## src/rtl/sin_engine_arbiter.sv

```systemverilog
// sin_engine_arbiter: round-robin sharing of one sine engine among N_REQ requesters,
// one transaction in flight, with a timeout guarding a missing finish pulse.
module sin_engine_arbiter #(
  parameter int N_REQ     = 4,
  parameter int ID_W      = 2,
  parameter int EN_CYCLES = 2,
  parameter int TIMEOUT   = 31
) (
  input  logic                   clk,
  input  logic                   rst_n,
  input  logic [N_REQ-1:0]       req_i,
  input  logic [16*N_REQ-1:0]    phase_in_i,
  output logic [N_REQ-1:0]       ack_o,
  output logic                   busy_o,
  output logic                   eng_en_o,
  output logic [15:0]            eng_phase_o,
  input  logic                   eng_finish_i,
  input  logic signed [16:0]     eng_sin_i,
  output logic                   res_valid_o,
  output logic [ID_W-1:0]        res_id_o,
  output logic signed [16:0]     res_sin_o,
  output logic                   res_timeout_o
);
  localparam int TW = $clog2(TIMEOUT + 1);
  typedef enum logic [1:0] {IDLE, ISSUE, WAIT} state_t;
  state_t             state_q, state_d;
  logic [N_REQ-1:0]   ack_q, ack_d;
  logic               eng_en_q, eng_en_d;
  logic [15:0]        eng_phase_q, eng_phase_d;
  logic [ID_W-1:0]    id_q, id_d, rr_q, rr_d, res_id_q, res_id_d, gnt, idx;
  logic [1:0]         en_cnt_q, en_cnt_d;
  logic [TW-1:0]      timer_q, timer_d;
  logic               res_valid_q, res_valid_d, res_to_q, res_to_d, found, done;
  logic signed [16:0] res_sin_q, res_sin_d;
  // First requesting index after the last one served, wrapping modulo N_REQ.
  always_comb begin
    gnt   = '0;
    found = 1'b0;
    idx   = '0;
    for (int k = 1; k <= N_REQ; k++) begin
      idx = ID_W'((int'(rr_q) + k) % N_REQ);
      if (!found && req_i[idx]) begin
        gnt   = idx;
        found = 1'b1;
      end
    end
  end
  always_comb begin
    state_d     = state_q;
    ack_d       = '0;
    eng_en_d    = eng_en_q;
    eng_phase_d = eng_phase_q;
    id_d        = id_q;
    rr_d        = rr_q;
    en_cnt_d    = en_cnt_q;
    timer_d     = timer_q;
    res_valid_d = 1'b0;
    res_id_d    = res_id_q;
    res_sin_d   = res_sin_q;
    res_to_d    = res_to_q;
    done        = eng_finish_i || timer_q == TW'(TIMEOUT);
    case (state_q)
      IDLE: if (found) begin
        ack_d       = N_REQ'(1) << gnt;
        eng_phase_d = phase_in_i[16*gnt +: 16];
        id_d        = gnt;
        rr_d        = gnt;
        eng_en_d    = 1'b1;
        en_cnt_d    = 2'd1;
        state_d     = ISSUE;
      end
      ISSUE: if (en_cnt_q == 2'(EN_CYCLES)) begin
        eng_en_d = 1'b0;
        timer_d  = '0;
        state_d  = WAIT;
      end else begin
        en_cnt_d = en_cnt_q + 2'd1;
      end
      WAIT: begin
        timer_d = timer_q + TW'(1);
        // A finish arriving on the timeout cycle still delivers the engine result.
        if (done) begin
          res_valid_d = 1'b1;
          res_id_d    = id_q;
          res_sin_d   = eng_finish_i ? eng_sin_i : '0;
          res_to_d    = !eng_finish_i;
          state_d     = IDLE;
        end
      end
      default: state_d = IDLE;
    endcase
  end
  always_ff @(posedge clk or negedge rst_n) begin
    if (!rst_n) begin
      state_q     <= IDLE;
      ack_q       <= '0;
      eng_en_q    <= 1'b0;
      eng_phase_q <= '0;
      id_q        <= '0;
      rr_q        <= ID_W'(N_REQ - 1);
      en_cnt_q    <= '0;
      timer_q     <= '0;
      res_valid_q <= 1'b0;
      res_id_q    <= '0;
      res_sin_q   <= '0;
      res_to_q    <= 1'b0;
    end else begin
      state_q     <= state_d;
      ack_q       <= ack_d;
      eng_en_q    <= eng_en_d;
      eng_phase_q <= eng_phase_d;
      id_q        <= id_d;
      rr_q        <= rr_d;
      en_cnt_q    <= en_cnt_d;
      timer_q     <= timer_d;
      res_valid_q <= res_valid_d;
      res_id_q    <= res_id_d;
      res_sin_q   <= res_sin_d;
      res_to_q    <= res_to_d;
    end
  end
  assign ack_o         = ack_q;
  assign busy_o        = state_q != IDLE;
  assign eng_en_o      = eng_en_q;
  assign eng_phase_o   = eng_phase_q;
  assign res_valid_o   = res_valid_q;
  assign res_id_o      = res_id_q;
  assign res_sin_o     = res_sin_q;
  assign res_timeout_o = res_to_q;
endmodule

```

## config.mk

```make
export PLATFORM = sky130hd
export DESIGN_NAME = sin_engine_arbiter
export DESIGN_NICKNAME = d
export VERILOG_FILES = /design/src/rtl/sin_engine_arbiter.sv
export SDC_FILE = /design/constraint.sdc
export NUM_CORES = 1
export LEC_CHECK = 0
export ABC_AREA = 1
export CORE_MARGIN = 2
export CORE_UTILIZATION = 43
export CTS_CLUSTER_SIZE = 12
export DETAILED_ROUTE_END_ITERATION = 12
export GPL_TIMING_DRIVEN = 0
export PLACE_DENSITY = 0.81
export SLEW_MARGIN = 20
export SYNTH_ARGS = -nofsm -noshare
export SYNTH_HDL_FRONTEND = slang
export SYNTH_SLANG_ARGS = --single-unit
```

## constraint.sdc

```tcl
create_clock -name clk -period 2.5 [get_ports clk]
set_input_delay 0.5 -clock clk [delete_from_list [all_inputs] [get_ports clk]]
set_output_delay 0.5 -clock clk [all_outputs]
set_load 0.01 [all_outputs]
```

==> impl_metrics.py, run 1 <==
metrics = {
    "global_routing": {
        "grt_usage_pct": 23.17,
        "antenna_found_initial": 0,
        "grt_remaining_overflow": 0,
        "grt_max_degree": 56,
        "grt_pass1_vias": 3207,
        "grt_pass1_wl_um": 14180,
    },
    "synth": {
        "synth_edf_count": 0,
        "synthDistinctLibCells": 33,
        "yosys_register_bits": 55,
        "avgSynthCellArea_um2": 8.027,
        "seq_area_frac_synth_pct": 44.85,
        "synth_nets": 474,
        "synth_warnings": 0,
        "synthCells": 383,
        "synth_top_flop_cell": "dfrtp_1",
        "syn_area_mm2": 0.003074,
        "synthArstFlopShare_pct": 100.0,
    },
    "worst_setup_path": {
        "critPathTopFamily": "simple AND/OR/NAND/NOR gates",
        "r2r_start": "rr_q[0]",
        "cp_num_cells": 15,
        "worst_setup_path_start_kind": "flip-flop",
        "crit_top_cell": "nand2_1",
        "arrival_ns": 2.50,
        "endpoint_kind": "flip-flop",
        "path_buf_inv": 5,
        "rrSetupSlack_ns": 0.21,
        "cp_max_fo": 10,
        "cp-endpoint": "eng_phase_o[6]",
        "slowest_delay_ns": 0.54,
        "crit_slowest_cell": "dfstp_2",
        "cp-startpoint": "rr_q[0]",
        "r2r-end": "eng_phase_o[6]",
        "crit_required_ns": 2.72,
        "reg2regPathDepth": 15,
        "crit_type": "reg -> reg",
        "worstPathCellList": "buf_6, inv_2, buf_6, nand2_1, nand2_1, nand2_2, a21boi_1, nand2_1, inv_1, nand2_2, nor2_4, buf_4, nand3_1, nand2_1, nor2_1",
    },
    "timing": {
        "relSlewSlack_pct": 54.26,
        "post-route-min-period_ns": 2.285,
        "holdWs_ns": 0.2236,
        "setup_ws_ns": 0.2146,
        "fmax_mhz": 437.6,
        "rsz0062_at_grt": "false",
        "finalSetupViolCount": 0,
        "hold_viol": 0,
        "report.final.slew_viol_count": 0,
        "tightestPinTransition_ns": 0.6860,
        "fin_skew_ns": 0.008251,
        "fin_crit_sh_pct": 91.41,
    },
    "die": {
        "io_pins": 131,
        "initial_core_util_pct": 44.75,
        "die_h_um": 88.56,
        "die_x_um": 88.56,
        "rows": 30,
        "die-area_mm2": 0.007842,
        "core_mm2": 0.006869,
    },
    "power_and_ir_drop": {
        "irDropWorstVdd_mv": 0.8905,
        "power_density_mw_per_mm2": 1352,
        "p_leak_nw": 2.157,
    },
    "detailed_routing": {
        "routedWlPerCell_um": 14.09,
        "viasPerCell": 5.127,
        "via_count": 3179,
        "drc": 0,
        "wl_um": 8734,
        "antenna_left": 0,
        "first_pass_iters": 5,
        "drt_iter0_drc": 193,
    },
    "layout": {
        "fin_cells": 620,
        "syn_to_final_growth_pct": 50.43,
        "antennaDiodeCount": 0,
        "final_cell_mix": "clkdlybuf4s50_1 (129), nand2_1 (107), dfrtp_1 (53), nor2_1 (46), nand4_1 (35)",
        "finalNetCount": 614,
        "final_common_cell": "clkdlybuf4s50_1",
        "fin_util_pct": 67.32,
        "multi_input_area_mm2": 0.001470,
        "nFillCells": 572,
        "ff_latch_area_mm2": 0.001379,
        "drive_gt1_share_pct": 10.11,
        "final_cell_area_mm2": 0.004624,
    },
    "worst_hold_path": {
        "hp-class": "in -> async",
    },
    "placement": {
        "place_congestion": 0.9208,
        "place_inst": 609,
        "port_buffers": 130,
        "detailedPlace.worstSlack_ns": -0.09819,
        "hpwl_um": 6621,
        "dpl_cell_area_mm2": 0.004493,
    },
    "clocking": {
        "htree_levels": 2,
        "clock_path_buffers": 2,
        "clkSlewWorstSetupHoldPaths_ns": 0.10,
        "cts_root_buf": "clkbuf_8",
        "worstSkewPairLatency_ns": 0.32,
        "cts_tree": "yes",
        "postCtsHoldBufs": 0,
        "clock_sinks": 55,
        "cts_made_buffers": 5,
    },
    "outcome": {
        "status": "finished clean",
    },
    "flow_run": {
        "maxCapViolCount": 0,
    },
}
how the worst min path moves through the flow:
| stage | end | from | cells after the start |
|---|---|---|---|
| floorplan | ack_o[0] | rst_n | 0 |
| global placement | en_cnt_q[0] | en_cnt_q[0] | 1 |
| detailed placement | en_cnt_q[0] | en_cnt_q[0] | 1 |
| CTS | res_sin_o[3] | rst_n | 1 |
| global route | res_sin_o[3] | rst_n | 1 |
| finish | res_sin_o[12] | rst_n | 1 |
routing by layer:
layer | GRT usage, % | vias up | wire [um]
li1 | - | 1554 | -
met1 | 26.99 | 1450 | 3583
met2 | 39.78 | 160 | 4102
met3 | 7.743 | 15 | 894
met4 | 8.540 | 0 | 153
met5 | 0 | - | 0
power by group:
| part | total [mW] | switching (mW) | internal [mW] |
|---|---|---|---|
| registers | 1.53 | 0.217 | 1.32 |
| logic | 4.21 | 2.36 | 1.85 |
| clock network | 0.510 | 0.307 | 0.203 |
through the flow:
stage / TNS [ns] / power (mW)
floorplan: 0 / 4.174
global placement: -39.10 / 5.532
detailed placement: -0.7466 / 5.638
CTS: 0 / 6.172
global route: 0 / 6.790
finish: 0 / 6.252
cells in the mapped netlist, drive strengths merged (2+ instances only):
cell type / n / area share, %
ha: 3 / 1.2
a21oi: 3 / 0.49
nand3: 29 / 5.5
nor2: 49 / 6.6
o21ai: 9 / 1.6
a22o: 17 / 4.8
nand4: 36 / 7.5
nand2: 117 / 16
dfstp: 2 / 1.7
clkbuf: 7 / 0.85
or2: 16 / 3.3
inv: 24 / 3.0
buf: 13 / 3.6
dfrtp: 53 / 43
layout make-up:
class	instances	share of cell area [%]
clock buffers	5	1.488
flip-flops and latches	55	29.82
well taps	96	2.597
inverters	25	2.137
plain buffers	20	3.084
clock inverters	3	0.5141
repair buffers	133	28.57
multi-input cells	283	31.79
registers in the layout (all words and copies together), names as in the netlist, 2 cells and up:
register / count
eng_phase_o: 16
timer_q: 5
rr_q: 2
res_sin_o: 17
en_cnt_q: 2
id_q: 2
ack_o: 4
res_id_o: 2
state_q: 2
worst reg2reg max path, cell delays in order, from the launching register on:
cell and delay, ns:
dfstp_2 0.54, buf_6 0.13, inv_2 0.05, buf_6 0.13, nand2_1 0.06, nand2_1 0.09, nand2_2 0.12, a21boi_1 0.18
nand2_1 0.07, inv_1 0.06, nand2_2 0.11, nor2_4 0.29, buf_4 0.18, nand3_1 0.07, nand2_1 0.07, nor2_1 0.04
cell families (layout without fill, tap and decap cells):
group / count (synthesis) / after routing / share of synthesized area [%]
and+or+nand+nor: 249 / 249 / 38.91
DFF: 55 / 55 / 44.85
buffers and inverters: 45 / 186 / 7.610
AOI/OAI and AO/OA: 31 / 31 / 7.407
adders and majority gates: 3 / 3 / 1.221
repair_timing:
item,CTS,global route
setup buffers,0,3
gates resized for setup,0,13
endpoints found under the setup margin,0,14
(Power assumes the default switching activity.)
==> inputs of run 2 (changes only) <==
--- a/config.mk
+++ b/config.mk
@@ -10,7 +10,6 @@
 export CORE_UTILIZATION = 43
 export CTS_CLUSTER_SIZE = 12
 export DETAILED_ROUTE_END_ITERATION = 12
-export GPL_TIMING_DRIVEN = 0
 export PLACE_DENSITY = 0.81
 export SLEW_MARGIN = 20
 export SYNTH_ARGS = -nofsm -noshare
==> impl_metrics.py, run 2 (synthesized netlist as in run 1, its figures left out) <==
metrics = {
    "outcome": {
        "status": "finished clean",
    },
    "worst_setup_path": {
        "cp_max_fo": 15,
        "endpoint_kind": "flip-flop",
        "arrival_ns": 2.47,
        "worst_setup_path_start_kind": "flip-flop",
        "crit_type": "reg -> reg",
        "crit_required_ns": 2.71,
    },
    "die": {
        "core_mm2": 0.006869,
        "die_x_um": 88.56,
        "initial_core_util_pct": 44.75,
        "die_h_um": 88.56,
        "io_pins": 131,
        "rows": 30,
        "die-area_mm2": 0.007842,
    },
    "layout": {
        "drive_gt1_share_pct": 8.071,
        "fin_util_pct": 66.27,
        "finalNetCount": 598,
        "largest_register_ffs": 17,
        "antennaDiodeCount": 0,
        "fin_cells": 604,
        "final_cell_area_mm2": 0.004552,
        "final_common_cell": "clkdlybuf4s50_1",
        "syn_to_final_growth_pct": 48.07,
        "final_cell_mix": "clkdlybuf4s50_1 (129), nand2_1 (107), dfrtp_1 (53), nor2_1 (46), nand4_1 (35)",
    },
    "power_and_ir_drop": {
        "p_leak_nw": 2.115,
        "irDropWorstVdd_mv": 0.8184,
        "power_density_mw_per_mm2": 1308,
    },
    "global_routing": {
        "grt_usage_pct": 21.31,
        "antenna_found_initial": 0,
        "grt_pass1_wl_um": 13110,
        "grt_max_degree": 40,
        "grt_remaining_overflow": 0,
        "grt_pass1_vias": 2872,
    },
    "timing": {
        "post-route-min-period_ns": 2.259,
        "relSlewSlack_pct": 43.11,
        "report.final.slew_viol_count": 0,
        "hold_viol": 0,
        "fmax_mhz": 442.7,
        "rsz0062_at_grt": "true",
        "fin_skew_ns": 0.01099,
        "fin_crit_sh_pct": 90.36,
        "finalSetupViolCount": 0,
        "tightestPinTransition_ns": 0.8534,
    },
    "placement": {
        "port_buffers": 130,
        "place_inst": 596,
        "hpwl_um": 6114,
        "dpl_cell_area_mm2": 0.004456,
        "place_congestion": 0.8696,
    },
    "detailed_routing": {
        "viasPerCell": 4.985,
        "wl_um": 8142,
        "drc": 0,
        "drt_iter0_drc": 171,
        "routedWlPerCell_um": 13.48,
        "antenna_left": 0,
        "via_count": 3011,
        "first_pass_iters": 4,
    },
    "clocking": {
        "clkSlewWorstSetupHoldPaths_ns": 0.11,
        "post-cts-setup-buffer-count": 0,
        "cts_resized": 0,
        "cts_made_buffers": 5,
        "cts_root_buf": "clkbuf_8",
        "clock_sinks": 55,
        "cts_tree": "yes",
        "worstSkewPairLatency_ns": 0.32,
        "clock_path_buffers": 2,
        "postCtsHoldBufs": 0,
        "htree_levels": 2,
    },
    "flow_run": {
        "maxCapViolCount": 0,
    },
    "worst_hold_path": {
        "hp-class": "in -> async",
    },
}
-- run 2: cell count changes in the layout (fill, tap and decap cells not counted), moves of 2 or more --
cell	delta
buf_12	+4
buf_2	-6
buf_6	-6
clkbuf_1	-3
clkbuf_2	-2
-- run 2: layout make-up --
| cell class | instances | area (um2) |
|---|---|---|
| fill | 576 | 2317 |
| timing repair buffer | 137 | 1399 |
| tap | 96 | 120.1 |
| clock buffer | 5 | 68.82 |
| multi-input combinational | 283 | 1461 |
| sequential | 55 | 1379 |
| clock inverter | 3 | 27.53 |
| inverter | 25 | 96.34 |
-- run 2: final timing paths --
path / start / to / slack (ns) / cells past startpoint
worst min register to register: en_cnt_q[0] / en_cnt_q[0] / 0.48 / 1
max in group asynchronous: rst_n / en_cnt_q[1] / 1.56 / 2
min in group clk: en_cnt_q[0] / en_cnt_q[0] / 0.48 / 1
worst max register to register: rr_q[0] / en_cnt_q[0] / 0.24 / 14
worst min-delay path: rst_n / res_sin_o[15] / 0.28 / 1
worst max-delay path: rr_q[0] / en_cnt_q[0] / 0.24 / 14
-- run 2: worst max-delay path, stage by stage (launching register included) --
cell and delay (ns):
dfstp_2 0.64, inv_2 0.14, nand2_1 0.08, nand2_1 0.12, nand2_2 0.13, nand2_2 0.08
nor2_4 0.13, nand3_2 0.11, nand2_4 0.12, inv_2 0.11, buf_12 0.16, nor2_2 0.14
inv_2 0.05, nor2_1 0.08, a21oi_1 0.05
-- run 2: stage by stage --
step	worst slack, ns	hold WS (ns)	TNS [ns]	power (mW)
finish	0.2411	0.2806	0	5.952
global route	-0.01747	0.3673	-0.01747	6.505
CTS	0.2257	0.3159	0	6.008
detailed placement	0.04490	0.4580	0	5.473
global placement	0.09055	0.4526	0	5.389
floorplan	0.5121	0.2044	0	4.174
-- run 2: layer usage --
metal,track usage (%),share of wire [%],vias to the layer above
met1,25.98,42,1343
met2,35.95,45,148
met3,7.743,12,9
met4,5.510,1.3,0
li1,-,-,1511
met5,0,0,-
-- run 2: where the power goes --
group | internal, mW | total (mW) | switching (mW)
Combinational | 1.71 | 3.88 | 2.16
Clock | 0.206 | 0.521 | 0.315
Sequential | 1.32 | 1.55 | 0.236
Total | 3.24 | 5.95 | 2.71
==> inputs of run 3 (changes only) <==
--- a/config.mk
+++ b/config.mk
@@ -10,8 +10,9 @@
 export CORE_UTILIZATION = 43
 export CTS_CLUSTER_SIZE = 12
 export DETAILED_ROUTE_END_ITERATION = 12
-export PLACE_DENSITY = 0.81
+export PLACE_DENSITY = 0.89
 export SLEW_MARGIN = 20
 export SYNTH_ARGS = -nofsm -noshare
 export SYNTH_HDL_FRONTEND = slang
 export SYNTH_SLANG_ARGS = --single-unit
+export TNS_END_PERCENT = 10
==> impl_metrics.py, run 3 (synthesized netlist as in run 1, its figures left out) <==
metrics = {
    "outcome": {
        "status": "finished clean",
    },
    "timing": {
        "post-route-min-period_ns": 2.332,
        "rsz0062_at_grt": "false",
        "fmax_mhz": 428.9,
        "tightestPinTransition_ns": 0.6988,
        "hold_viol": 0,
        "holdWs_ns": 0.2986,
        "report.final.slew_viol_count": 0,
        "finalSetupViolCount": 0,
        "fin_crit_sh_pct": 93.27,
        "tns_ns": 0,
        "fin_skew_ns": 0.005533,
        "setup_ws_ns": 0.1684,
        "relSlewSlack_pct": 53.41,
    },
    "layout": {
        "largest_register_ffs": 17,
        "finalNetCount": 599,
        "drive_gt1_share_pct": 8.251,
        "final_common_cell": "clkdlybuf4s50_1",
        "syn_to_final_growth_pct": 48.03,
        "fin_cells": 605,
        "nFillCells": 543,
        "antennaDiodeCount": 0,
        "final_cell_area_mm2": 0.004551,
        "final_cell_mix": "clkdlybuf4s50_1 (129), nand2_1 (107), dfrtp_1 (53), nor2_1 (46), nand4_1 (35)",
        "fin_util_pct": 66.25,
    },
    "global_routing": {
        "grt_pass1_vias": 3080,
        "grt_usage_pct": 22.21,
        "antenna_found_initial": 0,
        "grt_max_degree": 56,
        "grt_remaining_overflow": 0,
        "grt_pass1_wl_um": 13850,
    },
    "detailed_routing": {
        "drt-met1-wl_um": 3603,
        "wl_met2_um": 4249,
        "maxUsedRoutingLayer": "met4",
        "drt_iter0_drc": 183,
        "viasPerCell": 5.212,
        "first_pass_iters": 4,
        "route.met3.wl_um": 778,
        "drc": 0,
        "antenna_left": 0,
        "routedWlPerCell_um": 14.43,
        "wl_um": 8732,
        "via_count": 3153,
    },
    "clocking": {
        "cts_root_buf": "clkbuf_8",
        "cts_made_buffers": 5,
        "clock_path_buffers": 2,
        "postCtsHoldBufs": 0,
        "worstSkewPairLatency_ns": 0.31,
        "clkSlewWorstSetupHoldPaths_ns": 0.11,
        "cts_tree": "yes",
        "clock_sinks": 55,
        "htree_levels": 2,
        "post-cts-setup-buffer-count": 0,
    },
    "flow_run": {
        "maxCapViolCount": 0,
    },
    "placement": {
        "detailedPlace.worstSlack_ns": 0.05104,
        "place_congestion": 0.8427,
        "place_inst": 596,
        "port_buffers": 130,
        "hpwl_um": 6393,
        "dpl_cell_area_mm2": 0.004443,
    },
    "worst_setup_path": {
        "worst_setup_path_start_kind": "flip-flop",
        "path_buf_inv": 1,
        "endpoint_kind": "flip-flop",
        "crit_type": "reg -> reg",
        "crit_required_ns": 2.71,
        "rrSetupSlack_ns": 0.17,
        "r2r_start": "rr_q[0]",
        "slowest_delay_ns": 0.66,
        "worstPathCellList": "inv_4, nand2_1, nand2_1, nand2_2, nand2_2, nand2_1, nand2_1, nand2_2, nand3_2, nand2_1, nand2_1, nor2_1, nor2_1",
        "reg2regPathDepth": 13,
        "crit_top_cell": "nand2_1",
        "crit_slowest_cell": "dfstp_2",
        "cp_max_fo": 18,
        "r2r-end": "eng_phase_o[9]",
        "critPathTopFamily": "simple AND/OR/NAND/NOR gates",
        "arrival_ns": 2.54,
    },
    "die": {
        "core_mm2": 0.006869,
        "rows": 30,
        "die_h_um": 88.56,
        "die-area_mm2": 0.007842,
        "die_x_um": 88.56,
        "initial_core_util_pct": 44.75,
        "io_pins": 131,
    },
    "power_and_ir_drop": {
        "finalPower_mw": 6.061,
        "p_leak_nw": 2.123,
        "power_density_mw_per_mm2": 1332,
        "irDropWorstVdd_mv": 0.5584,
    },
    "worst_hold_path": {
        "hp-class": "in -> async",
    },
}
[run 3: repair_timing]
item	in CTS	in global routing
resized for setup	0	1
endpoints found under the hold margin	0	0
endpoints found under the setup margin	0	9
[run 3: worst max path at each step]
stage	from	to	slack (ns)	cells past startpoint
after global routing	rr_q[0]	eng_phase_o[9]	0.03	13
final	rr_q[0]	eng_phase_o[9]	0.17	13
after CTS	rr_q[0]	eng_phase_o[13]	0.21	12
after global placement	req_i[0]	eng_phase_o[6]	0.11	12
after floorplan	rr_q[0]	eng_phase_o[12]	0.51	15
after detailed placement	req_i[1]	eng_phase_o[6]	0.05	12
[run 3: layout make-up]
class / instances / area, um2 / share of cell area [%]
multi-input combinational: 284 / 1471 / 32.33
timing repair buffer: 137 / 1386 / 30.46
sequential: 55 / 1379 / 30.30
tap: 96 / 120.1 / 2.640
inverter: 25 / 98.84 / 2.172
clock buffer: 5 / 68.82 / 1.512
clock inverter: 3 / 26.28 / 0.5774
[run 3: power by group]
part | internal [mW] | total (mW) | switching (mW)
combinational | 1.71 | 3.97 | 2.26
sequential | 1.32 | 1.57 | 0.255
clock | 0.207 | 0.518 | 0.311
[run 3: per-layer routing]
| metal | up-vias | GRT usage, % |
|---|---|---|
| li1 | 1520 | - |
| met2 | 142 | 38.96 |
| met1 | 1482 | 26.81 |
| met4 | 0 | 5.647 |
| met5 | - | 0 |
| met3 | 9 | 6.530 |
